[src/rtl/serial_add_ctrl.sv]
// Bit-serial adder sequencer: steps one external full_adder cell WIDTH times, LSB first,
// keeping the carry in a register and presenting sum/carry/overflow over valid/ready.
module serial_add_ctrl #(
    parameter int WIDTH = 8
) (
    input  logic             clk,
    input  logic             rst,
    input  logic             in_valid,
    output logic             in_ready,
    input  logic [WIDTH-1:0] op_a,
    input  logic [WIDTH-1:0] op_b,
    input  logic             cin_in,
    output logic             out_valid,
    input  logic             out_ready,
    output logic [WIDTH-1:0] result,
    output logic             cout_out,
    output logic             ovf_out,
    output logic             fa_a,
    output logic             fa_b,
    output logic             fa_cin,
    input  logic             fa_sum,
    input  logic             fa_cout
);

    localparam int CW = (WIDTH > 1) ? $clog2(WIDTH) : 1;
    localparam logic [CW-1:0] LAST_BIT = CW'(WIDTH - 1);

    typedef enum logic [1:0] {
        IDLE = 2'd0,
        RUN  = 2'd1,
        DONE = 2'd2
    } state_t;

    state_t            state_reg, state_next;
    logic [WIDTH-1:0]  a_reg, a_next;
    logic [WIDTH-1:0]  b_reg, b_next;
    logic [WIDTH-1:0]  sum_reg, sum_next;
    logic              carry_reg, carry_next;
    logic [CW-1:0]     cnt_reg, cnt_next;
    logic [WIDTH-1:0]  result_reg, result_next;
    logic              cout_reg, cout_next;
    logic              ovf_reg, ovf_next;

    always_ff @(posedge clk or posedge rst) begin
        if (rst) begin
            state_reg  <= IDLE;
            a_reg      <= '0;
            b_reg      <= '0;
            sum_reg    <= '0;
            carry_reg  <= 1'b0;
            cnt_reg    <= '0;
            result_reg <= '0;
            cout_reg   <= 1'b0;
            ovf_reg    <= 1'b0;
        end else begin
            state_reg  <= state_next;
            a_reg      <= a_next;
            b_reg      <= b_next;
            sum_reg    <= sum_next;
            carry_reg  <= carry_next;
            cnt_reg    <= cnt_next;
            result_reg <= result_next;
            cout_reg   <= cout_next;
            ovf_reg    <= ovf_next;
        end
    end

    always_comb begin
        state_next  = state_reg;
        a_next      = a_reg;
        b_next      = b_reg;
        sum_next    = sum_reg;
        carry_next  = carry_reg;
        cnt_next    = cnt_reg;
        result_next = result_reg;
        cout_next   = cout_reg;
        ovf_next    = ovf_reg;

        case (state_reg)
            IDLE: begin
                if (in_valid && in_ready) begin
                    a_next     = op_a;
                    b_next     = op_b;
                    carry_next = cin_in;
                    cnt_next   = '0;
                    state_next = RUN;
                end
            end
            RUN: begin
                sum_next   = {fa_sum, sum_reg[WIDTH-1:1]};
                carry_next = fa_cout;
                a_next     = a_reg >> 1;
                b_next     = b_reg >> 1;
                cnt_next   = cnt_reg + 1'b1;
                // Outputs are captured only on the final bit so no partial sum is ever visible.
                if (cnt_reg == LAST_BIT) begin
                    result_next = {fa_sum, sum_reg[WIDTH-1:1]};
                    cout_next   = fa_cout;
                    ovf_next    = carry_reg ^ fa_cout;
                    cnt_next    = '0;
                    state_next  = DONE;
                end
            end
            DONE: begin
                if (out_ready) begin
                    state_next = IDLE;
                end
            end
            default: begin
                state_next = IDLE;
            end
        endcase
    end

    assign in_ready  = (state_reg == IDLE) && !rst;
    assign out_valid = (state_reg == DONE);
    assign result    = result_reg;
    assign cout_out  = cout_reg;
    assign ovf_out   = ovf_reg;

    assign fa_a   = (state_reg == RUN) && a_reg[0];
    assign fa_b   = (state_reg == RUN) && b_reg[0];
    assign fa_cin = (state_reg == RUN) && carry_reg;

endmodule

[config.mk]
export PLATFORM = sky130hd
export DESIGN_NAME = serial_add_ctrl
export DESIGN_NICKNAME = d
export VERILOG_FILES = /design/src/rtl/serial_add_ctrl.sv
export SDC_FILE = /design/constraint.sdc
export NUM_CORES = 1
export LEC_CHECK = 0
export CAP_MARGIN = 0
export CORE_ASPECT_RATIO = 0.8
export CORE_MARGIN = 4
export CORE_UTILIZATION = 35
export CTS_CLUSTER_SIZE = 30
export DETAILED_ROUTE_END_ITERATION = 10
export MAX_ROUTING_LAYER = met4
export SETUP_SLACK_MARGIN = 0.3
export SYNTH_ARGS = -nofsm -noshare
export SYNTH_HDL_FRONTEND = slang
export SYNTH_SLANG_ARGS = --single-unit
[constraint.sdc]
create_clock -name clk -period 1.51 [get_ports clk]
set_input_delay 0.302 -clock clk [delete_from_list [all_inputs] [get_ports clk]]
set_output_delay 0.302 -clock clk [all_outputs]
set_load 0.005 [all_outputs]
==> summary.txt <==
Run status
  – Outcome: finished clean

Critical path
  – Buf+Inv Stages, Crit Path: 3
  – Max stage delay on crit path: around 0.43 ns
  – Cell chain of the critical path: buf_6, nand2b_4, buf_6, nor2_4, buf_2
  – Max FO, Critical Path: 3
  – Required @ worst endpoint: about 1.2 ns
  – Critical path class: reg2out
  – Crit-path leading delay family: flip-flops
  – Arrival @ worst endpoint: around 1.2 ns
  – Worst Setup Start Kind: flop
  – Most common cell on crit path: buf_6
  – Crit end category: output port
  – CP max-delay cell: dfrtp_2

Route
  – Number of DRC markers in iteration 0: 47
  – # DRC: 0
  – WL/cell: approximately 15 um
  – First-pass DRT Iterations: 4
  – Via/cell ratio: approximately 4.9
  – Final wirelength: around 4400 um
  – Antenna Nets Post-Route: 0
  – Vias: between 1,000 and 1,500

Floorplan
  – Io pins: 38
  – Placeable Area: 4650 um^2
  – Initial Util: a little under two fifths
  – Die Width: around 86 um
  – Die area: a little over 6000 um^2
  – Chip height: 70.6 um
  – Row count: 22

STA
  – Fin. Hold Viols: 0
  – Setup WS post-layout: 0.0126 ns
  – Final Critical Period: ~1.5 ns
  – RSZ-0062 raised after global routing: true
  – Final Setup Violations: 0
  – Final setup skew: between 0.007 and 0.008 ns
  – Period utilisation layout: between 90 and 100%
  – Final Max Slew Viols: 0
  – Slew HR: 67.0%
  – Tightest Pin Transition: 0.495 ns
  – Fmax: between 600 and 700 MHz
  – WHS: between 0.4 and 0.5 ns

Clocking
  – Post-CTS Hold Fix Bufs: 0
  – Worst-skew pair later-pin latency: about 0.29 ns
  – CTS root buf: clkbuf_8
  – CTS tree: built
  – Number of clock sinks: 39
  – Worst-path clk slew: 0.07 ns
  – Clock buffer depth: 2
  – H-tree depth: 2
  – Number of buffers created by CTS: 5

Synth
  – Mux cell area share after synthesis: just under 6%
  – Adder-cell share of the synthesized area: ~1.5%
  – Post-synthesis sequential area ratio: approximately 57%
  – YS warnings: 0
  – Count of different cell masters after synthesis: 26
  – Post-Syn Instances: around 160
  – Mapped Area: ~1700 um^2
  – Syn_area_per_cell: approximately 11 um^2
  – Main combinational cell family by area after synthesis: compound AO/OA/AOI/OAI gates
  – Synth Area in XOR/XNOR: less than 1%
  – Compound-Gate Fraction of Synth Area: 14.2%
  – Syn_nets: 186
  – Synth Area in Simple Gates: approximately 13%
  – Synth Register Bits: 39

Finish
  – Share of layout cells above drive strength 1: between 40% and 50%
  – Fin nets: ~260
  – Layout area overhead: 61.0%
  – Post-route cell area: about 2800 um^2
  – Layout Utilization: between 50% and 60%
  – N_diodes: 0
  – Finished Layout Cells: slightly below 300

GRT
  – Met1 Track Usage GR: 19.5%
  – Top Usage Layer GRT: met2
  – First-pass GRT wire length: around 7400 um
  – GRT met2 Usage: between 20% and 30%
  – Antenna violations before repair: 0
  – Largest net degree at the start of global routing: 40
  – GR Overflow Total: 0
  – GRT met3 Usage: about 4.4%
  – Gr usage total: approximately 16%
  – Vias in the first global route: 1,566

Pwr
  – Max VDD drop: 0.885 mV
  – Internal: roughly 0.0036 W
  – Sw Pwr: approximately 0.0018 W
  – PD cells: about 2000 nW/um^2
  – Static Leak: around 1.4 nW
  – Clock share of power: between 10% and 20%
  – Sequential power share: between 30% and 40%
  – Combinational share of power: around half
  – Switching share of power: approximately 34%

Run
  – Max cap viols: 0

Placement
  – Dpl cell area: 2290 um^2
  – Post-DP HPWL: about 2600 um
  – DP Cell Count: around 260
  – Port Buffers: 37
  – DP Worst Slack: -0.222 ns
  – GPL Wtd Cong: 0.763

Hold path
  – Hold WC Path Type: reg2reg
worst min-delay path, stage by stage, from the launching register on:
cell,delay (ns)
dfrtp_1,0.36
nand2_2,0.04
nand2_1,0.04
metrics by stage:
step | total power [W] | setup TNS, ns
after floorplan | 0.00298 | 0
after global placement | 0.00368 | -1.73
after detailed placement | 0.00379 | -2.19
after CTS | 0.00526 | 0
after global routing | 0.00587 | -0.147
final | 0.00548 | 0
layout make-up:
class	count	area, um^2
fillers	363	1900
flip-flops and latches	39	977
clock inverters	2	35.0
well taps	60	75.1
clock buffers	6	82.6
multi-input cells	95	783
repair buffers	75	732
inverters	18	71.3
routing by layer:
layer	vias up	share of wire (%)
met3	8	4.4
met2	33	50
met1	705	44
met4	0	1.9
met5	-	0
li1	686	-
cell families after synthesis:
logic type | after synthesis
and+or+nand+nor | 43
AOI/OAI and AO/OA | 39
DFF | 39
buffers and inverters | 28
muxes | 9
adders and majority gates | 2
xor gates and xnor gates | 1
cell usage after synthesis:
library cell / n / area, um^2
inv_1: 18 / 67.6
nor2_1: 4 / 15.0
a21oi_1: 1 / 5.00
o22a_1: 1 / 8.76
o21bai_1: 1 / 7.51
or3_1: 1 / 6.26
nor4bb_1: 1 / 10.0
nand2b_1: 2 / 12.5
mux2_2: 9 / 101
nor3_1: 1 / 5.00
ha_1: 2 / 25.0
buf_4: 4 / 30.0
a21oi_2: 1 / 8.76
nand2_1: 31 / 116
xnor2_1: 1 / 8.76
nor4b_4: 1 / 23.8
a22oi_1: 13 / 97.6
buf_2: 4 / 20.0
a32oi_1: 1 / 8.76
nand3b_4: 1 / 20.0
o21ai_1: 4 / 20.0
o21ai_0: 16 / 80.1
dfrtp_1: 39 / 976
nor2b_2: 1 / 8.76
buf_6: 2 / 22.5
o22ai_1: 1 / 6.26
cells in the final DEF (no fill, tap or decap), types with 2 or more instances in the layout:
cell type | synthesis | final
clkdlybuf4s15_1 | 0 | 6
buf_12 | 0 | 3
inv_1 | 18 | 17
clkbuf_8 | 0 | 6
clkdlybuf4s50_1 | 0 | 20
dfrtp_1 | 39 | 38
mux2_4 | 0 | 9
buf_8 | 0 | 3
a22oi_1 | 13 | 9
nand3b_4 | 1 | 2
buf_6 | 2 | 9
buf_4 | 4 | 22
buf_2 | 4 | 4
nor2_4 | 0 | 3
nand2_1 | 31 | 20
nand2_2 | 0 | 10
o21ai_0 | 16 | 3
clkbuf_2 | 0 | 4
o21ai_1 | 4 | 16
a22oi_2 | 0 | 4
timing repair:
action                                  in CTS  in global routing
endpoints found under the setup margin      47                 49
cloned                                       2                  0
pin swaps                                    7                 10
resized for setup                           70                 28
setup buffers                               21                  5
power groups by stage:
stage | clock network (W) | logic [W] | registers (W)
6_report | 0.000904 | 0.00279 | 0.00178
5_1_grt | 0.000970 | 0.00306 | 0.00184
4_1_cts | 0.000914 | 0.00258 | 0.00176
3_5_place_dp | 0 | 0.00199 | 0.00180
3_3_place_gp | 0 | 0.00190 | 0.00178
2_1_floorplan | 0 | 0.00126 | 0.00172
final timing paths:
kind	endpoint	slack [ns]	cells after the start	start
setup / recovery	fa_cin	0.01	5	state_reg[0]
hold / removal	sum_reg[1]	0.48	2	sum_reg[1]
setup reg to reg	cnt_reg[0]	0.07	6	state_reg[1]
hold reg to reg	sum_reg[1]	0.48	2	sum_reg[1]
max in group asynchronous	state_reg[0]	0.56	5	rst
min in group asynchronous	a_reg[6]	0.59	5	rst
Note: power is estimated with default switching activity, not from simulation.
